--- src/rtl/vga_scanout.sv ---
// VGA scanout stage: 640x480@60 raster counters, multiplier-free framebuffer address
// generation with 2^SCALE_SHIFT replication, and sync/colour aligned to VRAM read latency.
module vga_scanout #(
  parameter int H_VIS       = 640,
  parameter int H_FP        = 16,
  parameter int H_SYNC      = 96,
  parameter int H_BP        = 48,
  parameter int V_VIS       = 480,
  parameter int V_FP        = 10,
  parameter int V_SYNC      = 2,
  parameter int V_BP        = 33,
  parameter int SCALE_SHIFT = 1,
  parameter int ADDR_W      = 17,
  parameter int RD_LATENCY  = 1
) (
  input  logic              clk,
  input  logic              reset,
  output logic [ADDR_W-1:0] vram_addr,
  input  logic [11:0]       vram_rdata,
  output logic              vga_hs,
  output logic              vga_vs,
  output logic [3:0]        vga_r,
  output logic [3:0]        vga_g,
  output logic [3:0]        vga_b,
  output logic              frame_start
);

  localparam int H_TOTAL = H_VIS + H_FP + H_SYNC + H_BP;
  localparam int V_TOTAL = V_VIS + V_FP + V_SYNC + V_BP;
  localparam int FB_W    = H_VIS >> SCALE_SHIFT;

  localparam logic [9:0] H_LAST     = 10'(H_TOTAL - 1);
  localparam logic [9:0] V_LAST     = 10'(V_TOTAL - 1);
  localparam logic [9:0] H_VIS_L    = 10'(H_VIS);
  localparam logic [9:0] V_VIS_L    = 10'(V_VIS);
  localparam logic [9:0] HS_START   = 10'(H_VIS + H_FP);
  localparam logic [9:0] HS_END     = 10'(H_VIS + H_FP + H_SYNC);
  localparam logic [9:0] VS_START   = 10'(V_VIS + V_FP);
  localparam logic [9:0] VS_END     = 10'(V_VIS + V_FP + V_SYNC);
  localparam logic [9:0] SCALE_MASK = 10'((1 << SCALE_SHIFT) - 1);
  localparam logic [ADDR_W-1:0] FB_W_L = ADDR_W'(FB_W);

  logic [9:0]            h_cnt_r;
  logic [9:0]            v_cnt_r;
  logic [ADDR_W-1:0]     line_base_r;
  logic [RD_LATENCY-1:0] de_pipe_r;
  logic [RD_LATENCY-1:0] hs_pipe_r;
  logic [RD_LATENCY-1:0] vs_pipe_r;
  logic [11:0]           rgb_r;
  logic                  hs_r;
  logic                  vs_r;
  logic                  frame_start_r;

  logic h_wrap_s;
  logic v_wrap_s;
  logic de_s;
  logic hs_s;
  logic vs_s;
  logic base_step_s;

  // Raster decode from the registered counters
  always_comb begin
    h_wrap_s    = (h_cnt_r == H_LAST);
    v_wrap_s    = (v_cnt_r == V_LAST);
    de_s        = (h_cnt_r < H_VIS_L) && (v_cnt_r < V_VIS_L);
    hs_s        = (h_cnt_r >= HS_START) && (h_cnt_r < HS_END);
    vs_s        = (v_cnt_r >= VS_START) && (v_cnt_r < VS_END);
    base_step_s = (v_cnt_r < V_VIS_L) && ((v_cnt_r & SCALE_MASK) == SCALE_MASK);
  end

  // Read address; zero outside the visible window
  always_comb begin
    if (de_s) begin
      vram_addr = line_base_r + ADDR_W'(h_cnt_r >> SCALE_SHIFT);
    end else begin
      vram_addr = {ADDR_W{1'b0}};
    end
  end

  // Horizontal/vertical counters
  always_ff @(posedge clk or posedge reset) begin
    if (reset) begin
      h_cnt_r <= 10'd0;
      v_cnt_r <= 10'd0;
    end else if (h_wrap_s) begin
      h_cnt_r <= 10'd0;
      v_cnt_r <= v_wrap_s ? 10'd0 : v_cnt_r + 10'd1;
    end else begin
      h_cnt_r <= h_cnt_r + 10'd1;
    end
  end

  // Line base advances after the last replicated copy of a source row; frame wrap wins
  always_ff @(posedge clk or posedge reset) begin
    if (reset) begin
      line_base_r <= {ADDR_W{1'b0}};
    end else if (h_wrap_s && v_wrap_s) begin
      line_base_r <= {ADDR_W{1'b0}};
    end else if (h_wrap_s && base_step_s) begin
      line_base_r <= line_base_r + FB_W_L;
    end
  end

  // Delay de/hs/vs to match the VRAM read latency
  always_ff @(posedge clk or posedge reset) begin
    if (reset) begin
      de_pipe_r <= {RD_LATENCY{1'b0}};
      hs_pipe_r <= {RD_LATENCY{1'b0}};
      vs_pipe_r <= {RD_LATENCY{1'b0}};
    end else begin
      de_pipe_r[0] <= de_s;
      hs_pipe_r[0] <= hs_s;
      vs_pipe_r[0] <= vs_s;
      for (int i = 1; i < RD_LATENCY; i++) begin
        de_pipe_r[i] <= de_pipe_r[i-1];
        hs_pipe_r[i] <= hs_pipe_r[i-1];
        vs_pipe_r[i] <= vs_pipe_r[i-1];
      end
    end
  end

  // Output register: colour gated by delayed de, active-low syncs, frame_start at (0,0)
  always_ff @(posedge clk or posedge reset) begin
    if (reset) begin
      rgb_r         <= 12'h000;
      hs_r          <= 1'b1;
      vs_r          <= 1'b1;
      frame_start_r <= 1'b0;
    end else begin
      rgb_r         <= de_pipe_r[RD_LATENCY-1] ? vram_rdata : 12'h000;
      hs_r          <= ~hs_pipe_r[RD_LATENCY-1];
      vs_r          <= ~vs_pipe_r[RD_LATENCY-1];
      frame_start_r <= h_wrap_s && v_wrap_s;
    end
  end

  assign vga_r       = rgb_r[11:8];
  assign vga_g       = rgb_r[7:4];
  assign vga_b       = rgb_r[3:0];
  assign vga_hs      = hs_r;
  assign vga_vs      = vs_r;
  assign frame_start = frame_start_r;

endmodule

--- config.mk ---
export PLATFORM = sky130hd
export DESIGN_NAME = vga_scanout
export DESIGN_NICKNAME = d
export VERILOG_FILES = /design/src/rtl/vga_scanout.sv
export SDC_FILE = /design/constraint.sdc
export NUM_CORES = 1
export LEC_CHECK = 0
export CAP_MARGIN = 20
export CORE_ASPECT_RATIO = 1.5
export CORE_MARGIN = 4
export CORE_UTILIZATION = 56
export CTS_CLUSTER_DIAMETER = 150
export CTS_CLUSTER_SIZE = 25
export DETAILED_ROUTE_END_ITERATION = 8
export MAX_ROUTING_LAYER = met4
export PLACE_DENSITY_LB_ADDON = 0.1
export SYNTH_ARGS = -nofsm -noshare
export SYNTH_HDL_FRONTEND = slang
export SYNTH_SLANG_ARGS = --single-unit
--- constraint.sdc ---
create_clock -name clk -period 3.3 [get_ports clk]
set_input_delay 0.66 -clock clk [delete_from_list [all_inputs] [get_ports clk]]
set_output_delay 0.66 -clock clk [all_outputs]
set_load 0.05 [all_outputs]
==> results of run 1 <==
-- area by class of cell --
type	count	area (um2)
Multi-Input combinational cell	181	1185
Clock inverter	3	22.52
Inverter	10	37.54
Clock buffer	5	68.82
Sequential cell	49	1229
Fill cell	314	1119
Timing Repair Buffer	49	563.0
Tap cell	46	57.56
-- layer usage --
layer  vias up  track usage, %  part of all wire, %
li1        970               -                    -
met1       977           23.36                   41
met2        36           36.42                   54
met3        12           3.117                  2.5
met4         0           9.208                  2.9
met5         -               -                    0
-- cells in the mapped netlist, types with 2 or more instances --
master / instances
and3_1: 4
dfrtp_1: 47
xnor2_1: 13
nor4b_1: 3
and2_1: 18
buf_2: 3
or3_1: 9
nand2_1: 10
o21ai_0: 18
nand4_1: 6
xor2_1: 5
dfstp_2: 2
or4_1: 6
nor3_1: 3
o31ai_1: 7
nor4_1: 3
nor2_1: 19
nor2b_1: 2
nand3_1: 14
a21oi_1: 18
clkbuf_1: 4
ha_1: 9
inv_1: 10
-- final timing paths --
kind | from | endpoint | slack [ps] | cells after the start
worst min-delay path | hs_pipe_r$_DFF_PP0_ | vga_hs$_DFF_PP1_ | 350 | 1
min in group asynchronous | reset | rgb_r[8]$_DFF_PP0_ | 570 | 2
worst max register to register | h_cnt_r[0]$_DFF_PP0_ | v_cnt_r[3]$_DFFE_PP0N_ | 1240 | 5
worst min register to register | hs_pipe_r$_DFF_PP0_ | vga_hs$_DFF_PP1_ | 350 | 1
worst max-delay path | h_cnt_r[8]$_DFF_PP0_ | vram_addr[7] | 210 | 5
max in group asynchronous | reset | vga_hs$_DFF_PP1_ | 2220 | 3
-- timing repair --
| action | in CTS | in global routing |
|---|---|---|
| endpoints found under the setup margin | 0 | 8 |
| setup buffers | 0 | 0 |
| hold endpoints to repair | 0 | 0 |
| resized for setup | 0 | 8 |
-- worst register-to-register path: stages, from the launching register on --
cell     delay [ps]
dfrtp_1         420
ha_1            220
nand3_1         290
or3_1           530
nor2_4          380
nor2_1          100
-- metrics by stage --
stage                     std cells  cell area (um2)  utilization, %  total power, W
final                           343             3163           73.87        0.001040
after global routing            343             3163           73.87        0.001082
after CTS                       342             3123           72.94        0.001050
after detailed placement        334             3032           70.81       0.0006967
after global placement          334             3032           70.81       0.0006956
after floorplan                 249             2500               -       0.0006622
-- power breakdown --
| group | switching, W | internal, W |
|---|---|---|
| clock network | 0.000204 | 0.000149 |
| logic | 0.0000458 | 0.0000318 |
| registers | 0.00000178 | 0.000607 |
| total | 0.000252 | 0.000788 |
-- sequential cells by signal, summed over array words and instances, names as in the netlist --
register,cells
de_pipe_r,1
line_base_r,11
frame_start,1
vs_pipe_r,1
rgb_r,12
vga_vs,1
h_cnt_r,10
hs_pipe_r,1
v_cnt_r,10
vga_hs,1
-- cell families (layout without fill, tap and decap cells) --
family	Yosys count	count (layout)
AND/OR/NAND/NOR	106	106
flip-flops	49	49
AO/OA/AOI/OAI	47	47
buffers and inverters	19	67
XOR/XNOR	18	18
adder cells (fa/ha/maj)	9	9
multiplexers	1	1
-- cells in the final DEF (no fill, tap or decap), types with 4 or more instances in the layout --
master / Yosys / routed
dfrtp_1: 47 / 47
clkdlybuf4s50_1: 0 / 32
nor2_1: 19 / 19
and2_1: 18 / 18
o21ai_0: 18 / 18
a21oi_1: 18 / 18
nand3_1: 14 / 14
xnor2_1: 13 / 13
nand2_1: 10 / 10
inv_1: 10 / 9
or3_1: 9 / 9
ha_1: 9 / 9
dlymetal6s2s_1: 0 / 8
o31ai_1: 7 / 7
nand4_1: 6 / 6
or4_1: 6 / 6
buf_12: 0 / 6
xor2_1: 5 / 5
clkbuf_8: 0 / 5
and3_1: 4 / 4
==> impl_results.md, run 1 <==
* Fmax at roughly 320 MHz
* Net Count, Synth at 272
* Synth async-reset ratio at 100.0%
* Clock Tree Buf Depth at 2
* Setup TNS at 0 ps
* Gr usage total at 20.85%
* Post-synthesis xor/xnor area fraction at 6.306%
* Core area at between 4000 and 5000 um2
* Area growth from synthesis to layout at 26.53%
* Top_reg_cell synth: dfrtp_1
* Simple-gate share of the synthesized area at 25.28%
* Hold_buf cts at 0
* Number of global-route vias before repair at 1,993
* Fin. Hold Viols at 0
* CTS Buf Count at 5
* Mapped cell area at roughly 2500 um2
* 1st-pass router iterations at 4
* Die area at roughly 5600 um2
* CP Launch Type: register
* Pwr per Cell Area at 328.7 nW/um2
* Hold slack at 352.6 ps
* Final setup vio count at 0
* Final worst path period share at 93.63%
* Crit Path Category: reg -> out
* N_diodes at 0
* Fin. max-slew vios at 0
* Seq/Total Area, Yosys at 49.15%
* Worst Path Required at 2640 ps
* Min-delay worst type: reg -> reg
* Critical Path End Type: output pin
* FP Rows at 29
* Maximum VDD drop at 282.6 uV
* Average wire per standard cell at 15.57 um
* Slew @ Worst Pin at between 600 and 700 ps
* Gr ovfl total at 0
* Crit-path slowest cell: clkdlybuf4s50_1
* DR iter-0 viols at 81
* Die Width at 62.56 um
* Drt total wl at between 5000 and 6000 um
* Die Ht at 89.83 um
* Layout cells sized above 1 at 8.418%
* Post-DP HPWL at 3852 um
* Post-route ant nets at 0
* Initial antenna violation count at 0
* Synth Instances at ~250
* EDFF count, synth at 0
* Mean Syn Cell Area at 10.04 um2
* First-pass GRT wire length at 9266 um
* Vias per std cell at 5.816
* Post-layout nets at 319
* PortBufs at 45
* Clk_skew at just over 4 ps
* CP cell instances: o21ai_0, nand2_1, or2_2, nor2_1, clkdlybuf4s50_1
* Fin crit period at 3090 ps
* CTS tree: built
* Leakage at 1.447 nW
* Buf/Inv on CP at 1
* Mux contribution to synthesized area at 0.4004%
* Netlist cell types at 39
* DRC violations left at 0
* Post-synth top area cell: dfrtp_1
* Dominant cells by area after synthesis: dfrtp_1 (47%), xnor2_1 (4.6%), and2_1 (4.5%), ha_1 (4.5%), a21oi_1 (3.6%)
* Crit path max-delay family: buffers and inverters
* Share of the synthesized area in the top cell type at 47.05%
* CP max FO at 13
* Complex-gate fraction of the synthesized area at between 10% and 20%
* GPL Wtd Cong at 0.8750
* Ys Warns at 0
* Largest net degree at the start of global routing at 50
* Unrepaired setup endpoints after global routing: no
* Vias at between 1,500 and 2,000
* Clock-pin slew on the worst setup and hold paths at 90 ps
* Initial core utilization at 58.39%
* Critical Path Max Stage Delay at 820 ps
* Post-Synth Adder-Cell Area at 4.505%
* Outcome: complete, no violations
* Flops & latches, synth at around 50
* Io pins at 46
* Number of max-cap violations at 0
* Clock root cell: clkbuf_8
* Pre-CTS WS at 390.3 ps
* Clock Sinks at 49
* Post-route setup slack at 210.2 ps
* Main combinational cell family by area after synthesis: simple AND/OR/NAND/NOR gates
* H-tree depth at 2
* Worst EP arrival at 2430 ps
* Clock Latency Late Sink at 300 ps
* Rel. slew slack at 57.68%
Note: power is estimated with default switching activity, not from simulation.
==> inputs of run 2 (changes only) <==
--- a/config.mk
+++ b/config.mk
@@ -8,7 +8,7 @@
 export CAP_MARGIN = 20
 export CORE_ASPECT_RATIO = 1.5
 export CORE_MARGIN = 4
-export CORE_UTILIZATION = 56
+export CORE_UTILIZATION = 52
 export CTS_CLUSTER_DIAMETER = 150
 export CTS_CLUSTER_SIZE = 25
 export DETAILED_ROUTE_END_ITERATION = 8
==> constraint.sdc (replaced) <==
create_clock -name clk -period 3.42 [get_ports clk]
set_input_delay 0.684 -clock clk [delete_from_list [all_inputs] [get_ports clk]]
set_output_delay 0.684 -clock clk [all_outputs]
set_load 0.05 [all_outputs]
==> run 2 against run 1 <==
- worst setup slack lost 23 ps
- final cell count grew 5.2%
- die area grew 6.8%
- critical path depth is the same
- hold slack gained 3.1 ps
- via count grew 0.55%
- sequential share of layout area grew 0.26 points
- combinational power shrank 4.4%
- clock skew grew 2.0 ps
- largest power group unchanged
==> impl_results.md, run 2 (synthesis results as in run 1) <==
* Outcome: complete, no violations
* Gr ovfl total at 0
* Slew @ Worst Pin at 633.9 ps
* Maximum VDD drop at roughly 300 uV
* Post-layout nets at 319
* CTS tree: built
* Vias at 2,006
* Initial core utilization at between 50% and 60%
* CP max FO at 8
* Number of max-cap violations at 0
* Final setup vio count at 0
* Commonest non-fill, non-tap cell in the layout: dfrtp_1
* Fin. max-slew vios at 0
* FP Rows at 30
* Crit Path Category: reg -> out
* Worst reg2reg endpoint: line_base_r[7]$_DFFE_PP0P_
* Clk_skew at a little over 6 ps
* Number of global-route vias before repair at around 1,900
* Max FFs per register at 12
* Hold_buf cts at 0
* First-pass GRT wire length at 9232 um
* Clock-pin slew on the worst setup and hold paths at 90 ps
* Most frequent cells in the layout: dfrtp_1 (47), clkdlybuf4s50_1 (34), nor2_1 (19)
* Layout cells sized above 1 at 8.418%
* Postcts setup bufs at 0
* Regs by FF count: rgb_r x12, line_base_r x11
* HP Start: hs_pipe_r$_DFF_PP0_
* Worst setup startpoint: h_cnt_r[8]$_DFF_PP0_
* Io pins at 46
* R2r setup slk at 1350 ps
* CTS Buf Count at 5
* Leakage at 1.414 nW
* Hold Crit Endpoint: vga_hs$_DFF_PP1_
* Reg2reg start: h_cnt_r[0]$_DFF_PP0_
* PortBufs at 45
* Die Width at between 60 and 70 um
* Average wire per standard cell at 14.71 um
* Clock Tree Buf Depth at 2
* Setup TNS at 0 ps
* Unrepaired setup endpoints after global routing: no
* Pwr per Cell Area at 342.2 nW/um2
* Worst reg-to-reg path cell count at 5
* Post-DP HPWL at 3772 um
* Gr usage total at 20.23%
* Post-route ant nets at 0
* Worst EP arrival at 2550 ps
* Largest Register: rgb_r
* DRC violations left at 0
* Initial antenna violation count at 0
* Fmax at 309.3 MHz
* Final-layout fill cell count at 404
* Fin util at about 69%
* Rel. slew slack at 57.35%
* N_diodes at 0
* Core area at 4579 um2
* H-tree depth at 2
* Vias per std cell at 5.557
* CP Launch Type: register
* Clock Sinks at 49
* Worst Path Required at roughly 2700 ps
* Hold Path Cell Cnt at 1
* DR iter-0 viols at 114
* Critical Path End Type: output pin
* GPL Wtd Cong at about 0.84
* Die Ht at 92.92 um
* Area growth from synthesis to layout at 25.68%
* Fin. Hold Viols at 0
* 1st-pass router iterations at 4
* Drt total wl at 5309 um
* Fin crit period at 3233 ps
* Die area at about 6000 um2
* Clock root cell: clkbuf_8
* Largest net degree at the start of global routing at 50
* PostCTS Resize Cnt at 0
* Clock Latency Late Sink at 300 ps
* Final worst path period share at between 90% and 100%
* Min-delay worst type: reg -> reg
run 2: how the worst max path moves through the flow:
stage | slack [ps] | cells past startpoint | end
floorplan | 390 | 6 | vram_addr[9]
global placement | 520 | 6 | vram_addr[6]
detailed placement | 510 | 6 | vram_addr[6]
CTS | 150 | 6 | vram_addr[6]
global route | 20 | 5 | vram_addr[9]
finish | 190 | 5 | vram_addr[9]
run 2: area by class of cell:
cell class | count | area, um2 | share of cell area [%]
Clock buffer | 5 | 68.82 | 2.190
Clock inverter | 3 | 46.29 | 1.474
Inverter | 10 | 37.54 | 1.195
Multi-Input combinational cell | 181 | 1185 | 37.71
Sequential cell | 49 | 1229 | 39.11
Tap cell | 64 | 80.08 | 2.549
Timing Repair Buffer | 49 | 495.5 | 15.77
run 2: per-stage QoR:
step | power (W) | setup WS [ps] | hold WS (ps) | instance area (um2) | std cells
after CTS | 0.001084 | 154.3 | 360.7 | 3107 | 360
final | 0.001075 | 187.0 | 355.8 | 3142 | 361
after global placement | 0.0006712 | 521.9 | 337.1 | 2992 | 352
after floorplan | 0.0006390 | 388.7 | 336.7 | 2500 | 249
after global routing | 0.001119 | 17.40 | 377.6 | 3142 | 361
after detailed placement | 0.0006719 | 513.7 | 346.6 | 2992 | 352
run 2: critical path: stages, from the launching register on:
cell and delay, ps:
dfrtp_1 480, ha_1 370, a21oi_1 190, o21ai_0 160, nor3_1 210, clkdlybuf4s50_1 830
run 2: per-layer routing:
layer	track usage [%]	routed length [um]	part of all wire (%)
met1	23.62	2165	41
met2	33.88	2809	53
met3	3.277	165	3.1
met4	9.347	168	3.2
met5	-	0	0
run 2: report_power, final:
group          leakage (nW)  internal, W  switching (W)
registers             0.630     0.000586     0.00000158
logic                 0.729    0.0000306      0.0000437
clock network        0.0543     0.000219       0.000194
==> inputs of run 3 (changes only) <==
--- a/config.mk
+++ b/config.mk
@@ -9,11 +9,12 @@
 export CORE_ASPECT_RATIO = 1.5
 export CORE_MARGIN = 4
 export CORE_UTILIZATION = 52
-export CTS_CLUSTER_DIAMETER = 150
+export CTS_CLUSTER_DIAMETER = 40
 export CTS_CLUSTER_SIZE = 25
 export DETAILED_ROUTE_END_ITERATION = 8
 export MAX_ROUTING_LAYER = met4
 export PLACE_DENSITY_LB_ADDON = 0.1
+export SKIP_CTS_REPAIR_TIMING = 1
 export SYNTH_ARGS = -nofsm -noshare
 export SYNTH_HDL_FRONTEND = slang
 export SYNTH_SLANG_ARGS = --single-unit
==> results of run 3 <==
The final DEF is identical to that of run 2; final timing and power are the same.
